==> src/rtl/sparc_ram_loader.sv <==
// Program loader for the SPARC MPU: streams an image into RAM from address 0
// over MOV/MFC byte writes, holding the MPU in clear until the image is in place.
module sparc_ram_loader #(
    parameter int unsigned ADDR_W      = 9,
    parameter int unsigned DEPTH       = 512,
    parameter int unsigned MFC_TIMEOUT = 15,
    parameter int unsigned RELEASE_DLY = 2
) (
    input  logic              Clk,
    input  logic              Clr,
    input  logic              start,
    input  logic [7:0]        in_byte,
    input  logic              in_valid,
    input  logic              in_last,
    output logic              in_ready,
    output logic [ADDR_W-1:0] ram_addr,
    output logic [7:0]        ram_data,
    output logic              ram_mov,
    output logic              ram_rw,
    output logic [1:0]        ram_type,
    input  logic              ram_mfc,
    output logic              cpu_clr,
    output logic              done,
    output logic              error,
    output logic [ADDR_W:0]   byte_count
);

    localparam int unsigned CNT_W    = ADDR_W + 1;
    localparam int unsigned TMR_MAX  = (MFC_TIMEOUT > RELEASE_DLY) ? MFC_TIMEOUT : RELEASE_DLY;
    localparam int unsigned TMR_W    = (TMR_MAX < 2) ? 1 : $clog2(TMR_MAX + 1);
    localparam int unsigned MFC_LAST = (MFC_TIMEOUT > 0) ? MFC_TIMEOUT - 1 : 0;
    localparam int unsigned REL_LAST = (RELEASE_DLY > 0) ? RELEASE_DLY - 1 : 0;

    localparam logic [2:0] ST_IDLE      = 3'd0;
    localparam logic [2:0] ST_WAIT_BYTE = 3'd1;
    localparam logic [2:0] ST_WRITE     = 3'd2;
    localparam logic [2:0] ST_RELEASE   = 3'd3;
    localparam logic [2:0] ST_DONE      = 3'd4;
    localparam logic [2:0] ST_ERROR     = 3'd5;

    logic [2:0]        state_q, state_d;
    logic [ADDR_W-1:0] addr_q, addr_d;
    logic [7:0]        data_q, data_d;
    logic              mov_q, mov_d;
    logic              rw_q, rw_d;
    logic              ready_q, ready_d;
    logic              clr_q, clr_d;
    logic              done_q, done_d;
    logic              err_q, err_d;
    logic              last_q, last_d;
    logic [CNT_W-1:0]  cnt_q, cnt_d;
    logic [TMR_W-1:0]  timer_q, timer_d;
    logic [TMR_W-1:0]  timer_inc;

    // Saturating timer increment, shared by the MFC watchdog and release delay
    assign timer_inc = (timer_q == TMR_W'(TMR_MAX)) ? timer_q : timer_q + TMR_W'(1);

    always_ff @(posedge Clk) begin
        if (Clr) begin
            state_q <= ST_IDLE;
            addr_q  <= '0;
            data_q  <= '0;
            mov_q   <= 1'b0;
            rw_q    <= 1'b1;
            ready_q <= 1'b0;
            clr_q   <= 1'b1;
            done_q  <= 1'b0;
            err_q   <= 1'b0;
            last_q  <= 1'b0;
            cnt_q   <= '0;
            timer_q <= '0;
        end else begin
            state_q <= state_d;
            addr_q  <= addr_d;
            data_q  <= data_d;
            mov_q   <= mov_d;
            rw_q    <= rw_d;
            ready_q <= ready_d;
            clr_q   <= clr_d;
            done_q  <= done_d;
            err_q   <= err_d;
            last_q  <= last_d;
            cnt_q   <= cnt_d;
            timer_q <= timer_d;
        end
    end

    always_comb begin
        state_d = state_q;
        addr_d  = addr_q;
        data_d  = data_q;
        mov_d   = mov_q;
        rw_d    = rw_q;
        ready_d = ready_q;
        clr_d   = clr_q;
        done_d  = done_q;
        err_d   = err_q;
        last_d  = last_q;
        cnt_d   = cnt_q;
        timer_d = timer_q;

        case (state_q)
            ST_IDLE, ST_DONE: begin
                if (start) begin
                    addr_d  = '0;
                    cnt_d   = '0;
                    done_d  = 1'b0;
                    clr_d   = 1'b1;
                    ready_d = 1'b1;
                    state_d = ST_WAIT_BYTE;
                end
            end
            ST_WAIT_BYTE: begin
                if (in_valid && ready_q) begin
                    data_d  = in_byte;
                    last_d  = in_last;
                    rw_d    = 1'b0;
                    mov_d   = 1'b1;
                    ready_d = 1'b0;
                    timer_d = '0;
                    state_d = ST_WRITE;
                end
            end
            ST_WRITE: begin
                if (ram_mfc) begin
                    mov_d = 1'b0;
                    rw_d  = 1'b1;
                    if (cnt_q != CNT_W'(DEPTH)) begin
                        cnt_d = cnt_q + CNT_W'(1);
                    end
                    if (last_q) begin
                        timer_d = '0;
                        state_d = ST_RELEASE;
                    end else if (addr_q == ADDR_W'(DEPTH - 1)) begin
                        // Image does not fit: stop without wrapping to address 0
                        err_d   = 1'b1;
                        clr_d   = 1'b1;
                        ready_d = 1'b0;
                        state_d = ST_ERROR;
                    end else begin
                        addr_d  = addr_q + ADDR_W'(1);
                        ready_d = 1'b1;
                        state_d = ST_WAIT_BYTE;
                    end
                end else if (timer_q == TMR_W'(MFC_LAST)) begin
                    mov_d   = 1'b0;
                    rw_d    = 1'b1;
                    err_d   = 1'b1;
                    clr_d   = 1'b1;
                    ready_d = 1'b0;
                    state_d = ST_ERROR;
                end else begin
                    timer_d = timer_inc;
                end
            end
            ST_RELEASE: begin
                clr_d = 1'b1;
                if (timer_q == TMR_W'(REL_LAST)) begin
                    clr_d   = 1'b0;
                    done_d  = 1'b1;
                    state_d = ST_DONE;
                end else begin
                    timer_d = timer_inc;
                end
            end
            ST_ERROR: begin
                err_d   = 1'b1;
                clr_d   = 1'b1;
                ready_d = 1'b0;
            end
            default: begin
                state_d = ST_IDLE;
            end
        endcase
    end

    assign in_ready   = ready_q;
    assign ram_addr   = addr_q;
    assign ram_data   = data_q;
    assign ram_mov    = mov_q;
    assign ram_rw     = rw_q;
    assign ram_type   = 2'b00;
    assign cpu_clr    = clr_q;
    assign done       = done_q;
    assign error      = err_q;
    assign byte_count = cnt_q;

endmodule

==> config.mk <==
export PLATFORM = sky130hd
export DESIGN_NAME = sparc_ram_loader
export DESIGN_NICKNAME = d
export VERILOG_FILES = /design/src/rtl/sparc_ram_loader.sv
export SDC_FILE = /design/constraint.sdc
export NUM_CORES = 1
export LEC_CHECK = 0
export CELL_PAD_IN_SITES_DETAIL_PLACEMENT = 1
export CELL_PAD_IN_SITES_GLOBAL_PLACEMENT = 1
export CORE_UTILIZATION = 30
export DETAILED_ROUTE_END_ITERATION = 7
export HOLD_SLACK_MARGIN = 0.05
export PLACE_DENSITY = 0.75
export SLEW_MARGIN = 0
export SYNTH_ARGS = -nofsm -noshare
export SYNTH_HDL_FRONTEND = slang
export SYNTH_SLANG_ARGS = --single-unit
export TNS_END_PERCENT = 20
==> constraint.sdc <==
create_clock -name Clk -period 2.3 [get_ports Clk]
set_input_delay 0.23 -clock Clk [delete_from_list [all_inputs] [get_ports Clk]]
set_output_delay 0.23 -clock Clk [all_outputs]
set_load 0.02 [all_outputs]
## Yosys cells after proc, flatten, opt, wreduce, memory -nomap -nowiden

Cells that the tools add are included.

| word-level totals | value |
|---|---|
| output and inout bits | 35 |
| bits in registers | 41 |
| word-level logic and storage cells | 105 |

| cells by class | value |
|---|---|
| reduce and logical (&&, ||, !) cells | 20 |
| mux-type cells | 46 |
| $add $sub $neg | 3 |
| bitwise operators | 1 |
| equality and inequality tests | 23 |

Operators by type and width:

| kind | number |
|---|---|
| $mux W9 | 4 |
| $mux W10 | 3 |
| $reduce_and A5 Y1 | 5 |
| $mux W4 | 6 |
| $mux W3 | 7 |
| $pmux W10 S2 | 1 |
| $pmux W9 S2 | 1 |
| $mux W1 | 16 |
| $ne A2 B2 Y1 const B | 8 |
| $ne A3 B3 Y1 const B | 5 |
| $pmux W3 S5 | 1 |
| $pmux W4 S3 | 1 |
| $add A10 B1 Y10 const B | 1 |
| $ne A10 B10 Y1 const B | 1 |
| $add A9 B1 Y9 const B | 1 |
| $eq A9 B9 Y1 const B | 1 |
| $eq A4 B4 Y1 const B | 2 |
| $pmux W1 S2 | 4 |
| $pmux W1 S4 | 2 |
| $reduce_and A4 Y1 | 2 |
| $reduce_bool A2 Y1 | 4 |
| $reduce_bool A4 Y1 | 2 |
| $eq A3 B2 Y1 const B | 2 |
| $eq A3 B3 Y1 const B | 2 |
| 10 further kinds | 11 |

## Depth between registers and ports, before layout

| depth | value |
|---|---|
| depth in word-level cells | 5 |
| depth in mapped cells | 9 |

## Worst setup path after synthesis

OpenSTA, ideal clock, no wires.

| timing path | value |
|---|---|
| path kind | reg2reg |
| start | register addr_q[2] (netlist: ram_addr[2]) |
| end | register addr_q[3] (netlist: ram_addr[3]) |
| path slack | 313 ps |
| data required time | 2172 ps |
| cell stages (with the launch flop) | 10 |
| arrival time | 1858 ps |
| setup time | 128 ps |
| cells stage by stage | dfxtp_1 and4_1 nand2_1 nor2_1 ha_1 o31a_1 buf_2 nor4b_4 xnor2_1 nor2_1 |

| on the way | value |
|---|---|
| cells in the longest elaborated chain, start to end | 5 |
| elaborated cells between the ends (all ways) | 8 |
| those cells by class | 1 x add/sub; 2 x eq/ne; 4 x mux; 1 x reduce/logical |

Ends and longest elaborated chain:

| what | line | text |
|---|---|---|
| from (decl) | 42 | `logic [ADDR_W-1:0] addr_q, addr_d;` |
| from (signal assigned) | 74 | `addr_q <= addr_d;` |
| $add A9 B1 Y9 | 141 | `addr_d = addr_q + ADDR_W'(1);` |
| $mux W9 | 134 | `end else if (addr_q == ADDR_W'(DEPTH - 1)) begin` |
| $mux W9 | 131 | `if (last_q) begin` |
| $mux W9 | 125 | `if (ram_mfc) begin` |
| $pmux W9 S2 | 102 | `case (state_q)` |

Parallel ways exist; a longest one is shown, timed or not. The select of a mux whose other input is x is not followed.
A chain may end at the register's enable or synchronous reset.

## Worst setup path after layout

Same ends and word-level chain as after synthesis.

==> results.txt <==
The run finished with clean final reports. The number of placed cells counting well taps is ~350. Along the worst path, the maximum fanout reaches 10.

After synthesis, the largest area contributor takes up 39.95% of total cell area. The power density over the cells came out at slightly below 600 nW/um^2. The initial standard-cell utilization of the core came out at 31.63%.

Detailed routing placed a total of ~320 microns of wire on met3. The remaining routing DRC violations came out at 0. The largest total area in the synthesized netlist belongs to sky130_fd_sc_hd__dfxtp_1. The routed length on met2 came out at around 2400 microns.

The count of cells in the finished layout, fillers not included, comes to 361. The longest clock path from root to sink contains 2 buffers. The worst IR drop on VDD is 303.2 uV. The number of diodes came out at 0. The fraction of synthesized area in multiplexers is 4.872%. The arrival time reported for the critical path endpoint came out at 2240 ps. The post-synthesis average cell area came out at just under 9 sq um.

The count of synthesis-stage warnings from yosys is 0. The count of state elements after synthesis came out at 41. The max-slew violation count is 0.

The worst path uses 89.57% of the clock period. After the first detailed-routing iteration, the DRC count stood at 74. The count of input and output buffers came out at 46. The number of placement rows is 29. The number of clock sinks is just over 40.

Global routing used 15.35% of the available tracks across all layers. The relative max-transition margin is 65.59%. The final weighted congestion in routability-driven placement is approximately 0.83. The cell area after synthesis came out at 2054 sq um.

The worst setup path is launched from a flip-flop. The setup fix buffers added after clock tree synthesis is 0. At the worst endpoint, the required time is 2480 ps.

The detailed router put a total of 2312 microns of wire on met1. The fraction of the yosys area taken by sequential cells came out at 39.95%. The top-level port count is 49. Counting every instance in the synthesized netlist gives approximately 230. The hold-fix buffer count after cts came out at 0. The compound-gate portion of the synthesized area is between 10% and 20%.

The first-pass iteration count of the detailed router is 6. The final wirelength came out at about 5100 microns. For this run, the leading register cell type out of synthesis is sky130_fd_sc_hd__dfxtp_1. The worst register-to-register path begins at ram_addr[2]$_SDFFE_PP0P_.

The post-synthesis share of cell area spent on and, or, nand and nor gates is between 20% and 30%. The fraction of layout cells with a size suffix above 1 came out at 8.803%. The y dimension of the die came out at 84.76 microns. The worst setup skew after layout is around 8.1 ps. Setup slack on the critical path of the routed design comes to about 240 ps. The root buffer cell chosen for the clock tree is sky130_fd_sc_hd__clkbuf_8. At the placement stage, the worst setup path has a slack of 163.6 ps. The total global routing overflow is 0.

The total negative slack for setup checks came out at 0 ps. The worst setup path is captured at a flip-flop. The number of levels the H-tree was split into came out at 2.

By area, the combinational part of the netlist is dominated by simple AND/OR/NAND/NOR gates. The number of buffers inserted during clock tree synthesis is 5. The net total in the final layout came out at 304. The routed length per instance came out at 14.08 microns. The kind of critical path is reg -> reg. The final setup violation count is 0.

For this run, asynchronously set or reset flops after synthesis account for 0%. Subtracting the final worst setup slack from the clock period gives between 2000 and 2500 ps. The final-report hold violation count came out at 0. The number of distinct standard cells referenced by the synthesized netlist came out at 47. The detailed-route vias per instance is 5.102. The area growth from synthesis to final layout is 32.95%.

The worst hold path begins at ram_rw$_SDFFE_PP1P_. The detailed placement HPWL is roughly 3700 microns. The post-synthesis share of cell area spent on full adders, half adders and majority gates came out at roughly 4.3%. Setup repair after global routing left no endpoint under its margin. The first-pass GRT wire length came out at between 8000 and 9000 microns.

From left edge to right edge, the die measures ~85 microns. The vias after detailed routing came out at 1,842. The CTS clock-pin slew for the worst setup and hold paths is 80 ps. The total of cells resized after clock tree synthesis is 0. The insertion delay to the later sink of the worst-skew pair came out at 290 ps. The largest net degree at the start of global routing came out at 16. The synthesized netlist devotes 5.968% of its cell area to XOR and XNOR gates.

The core area came out at ~6500 sq um. The number of antenna violations at the first check in global routing was 0. The overall die area came out at a little over 7000 sq um. The number of synthesized flops with an enable pin came out at 0. The highest routing layer actually used is met4.

The maximum achievable frequency is just under 500 MHz. The worst setup path startpoint is ram_addr[2]$_SDFFE_PP0P_. The max capacitance violation total came out at 0. The via count of the first global-routing pass was 1,914. TritonCTS built the clock tree. The worst hold path belongs to the class reg -> reg. The leakage power figure is 0.9412 nW. Sorting the synthesized cells by area gives the leading types as sky130_fd_sc_hd__dfxtp_1, sky130_fd_sc_hd__nor2_1, sky130_fd_sc_hd__mux2i_1, sky130_fd_sc_hd__ha_1, sky130_fd_sc_hd__a21oi_1. The final antenna-violating net count is 0.

The actual transition at the worst max-transition pin is ~500 ps.
[cell usage after synthesis, drive strengths merged, types with 2 or more instances]
| library cell | count |
|---|---|
| inv | 9 |
| a31o | 2 |
| nand3 | 10 |
| dfxtp | 41 |
| nor2b | 2 |
| a21oi | 14 |
| and3 | 2 |
| nor3b | 2 |
| nand4 | 7 |
| nor4 | 4 |
| ha | 7 |
| nand2 | 16 |
| nand2b | 5 |
| o21ai | 12 |
| nand3b | 2 |
| xor2 | 7 |
| clkbuf | 4 |
| a211o | 3 |
| a211oi | 6 |
| xnor2 | 7 |
| buf | 7 |
| mux2i | 10 |
| and2 | 3 |
| nor2 | 32 |
| nor3 | 5 |
[report_power, final]
| part | leakage, nW | total (mW) | switching [mW] | internal [mW] |
|---|---|---|---|---|
| clock network | 0.0585 | 0.612 | 0.258 | 0.354 |
| logic | 0.552 | 0.231 | 0.136 | 0.0951 |
| registers | 0.331 | 0.745 | 0.0200 | 0.725 |
| total | 0.941 | 1.59 | 0.414 | 1.17 |
[path summary, 6_finish.rpt]
path / endpoint / slack (ps) / depth (start not counted)
min: ram_rw$_SDFFE_PP1P_ / 470 / 2
max: ram_addr[3]$_SDFFE_PP0P_ / 240 / 8
min reg2reg: ram_rw$_SDFFE_PP1P_ / 470 / 2
max reg2reg: ram_addr[3]$_SDFFE_PP0P_ / 240 / 8
[kinds of logic (layout without fill, tap and decap cells)]
family | after synthesis | count (layout)
compound gates | 46 | 46
xor+xnor | 14 | 14
fa+ha+maj | 7 | 7
buf+inv | 20 | 70
flops | 41 | 41
mux | 10 | 10
other cells | 1 | 2
simple gates | 94 | 94
[cells in the final DEF, fill, tap and decap left out, types with 2 or more instances in the layout]
cell,n
sky130_fd_sc_hd__a211o_1,3
sky130_fd_sc_hd__a211oi_1,4
sky130_fd_sc_hd__a21oi_1,14
sky130_fd_sc_hd__a31o_2,2
sky130_fd_sc_hd__and2_1,3
sky130_fd_sc_hd__and3_1,2
sky130_fd_sc_hd__buf_4,7
sky130_fd_sc_hd__clkbuf_8,6
sky130_fd_sc_hd__clkdlybuf4s50_1,46
sky130_fd_sc_hd__conb_1,2
sky130_fd_sc_hd__dfxtp_1,41
sky130_fd_sc_hd__ha_1,7
sky130_fd_sc_hd__inv_1,9
sky130_fd_sc_hd__mux2i_1,10
sky130_fd_sc_hd__nand2_1,16
sky130_fd_sc_hd__nand2b_1,4
sky130_fd_sc_hd__nand3_1,10
sky130_fd_sc_hd__nand3b_1,2
sky130_fd_sc_hd__nand4_1,7
sky130_fd_sc_hd__nor2_1,32
sky130_fd_sc_hd__nor3_1,4
sky130_fd_sc_hd__nor4_1,2
sky130_fd_sc_hd__nor4_2,2
sky130_fd_sc_hd__o21ai_0,11
sky130_fd_sc_hd__xnor2_1,7
sky130_fd_sc_hd__xor2_1,7
[routing by layer]
metal	track usage [%]	vias to the layer above
met1	18.07	881
met3	5.703	4
met5	0	-
li1	-	914
met2	25.65	43
met4	5.393	0
[worst max-delay path, stage by stage, from the launching register on]
cell and delay (ps):
sky130_fd_sc_hd__dfxtp_1 370, sky130_fd_sc_hd__and4_1 240, sky130_fd_sc_hd__nand2_1 100, sky130_fd_sc_hd__nor2_1 60, sky130_fd_sc_hd__ha_1 210, sky130_fd_sc_hd__o31a_1 460
sky130_fd_sc_hd__nor4b_4 310, sky130_fd_sc_hd__xnor2_1 140, sky130_fd_sc_hd__nor2_1 60
[through the flow]
step | area, sq um | utilization (%) | total power [mW] | hold slack [ps]
6_report | 2731 | 42.05 | 1.588 | 472.0
5_1_grt | 2731 | 42.05 | 1.667 | 500.1
4_1_cts | 2731 | 42.05 | 1.604 | 478.2
3_5_place_dp | 2615 | 40.26 | 0.9935 | 460.6
3_3_place_gp | 2615 | 40.26 | 0.9866 | 454.4
2_1_floorplan | 2058 | - | 0.9009 | 341.9
[registers in the layout, indices dropped and copies added (netlist names)]
signal,cells
byte_count,10
cpu_clr,1
done,1
error,1
in_ready,1
last_q,1
ram_addr,9
ram_data,8
ram_mov,1
ram_rw,1
state_q,3
timer_q,4
[final cells by class]
class / instances / area, sq um
Timing Repair Buffer: 53 / 513.0
Inverter: 9 / 33.78
Clock inverter: 1 / 30.03
Multi-Input combinational cell: 173 / 1151
Fill cell: 752 / 3764
Tap cell: 77 / 96.34
Sequential cell: 41 / 820.8
Clock buffer: 7 / 86.33
(Power assumes the default switching activity.)
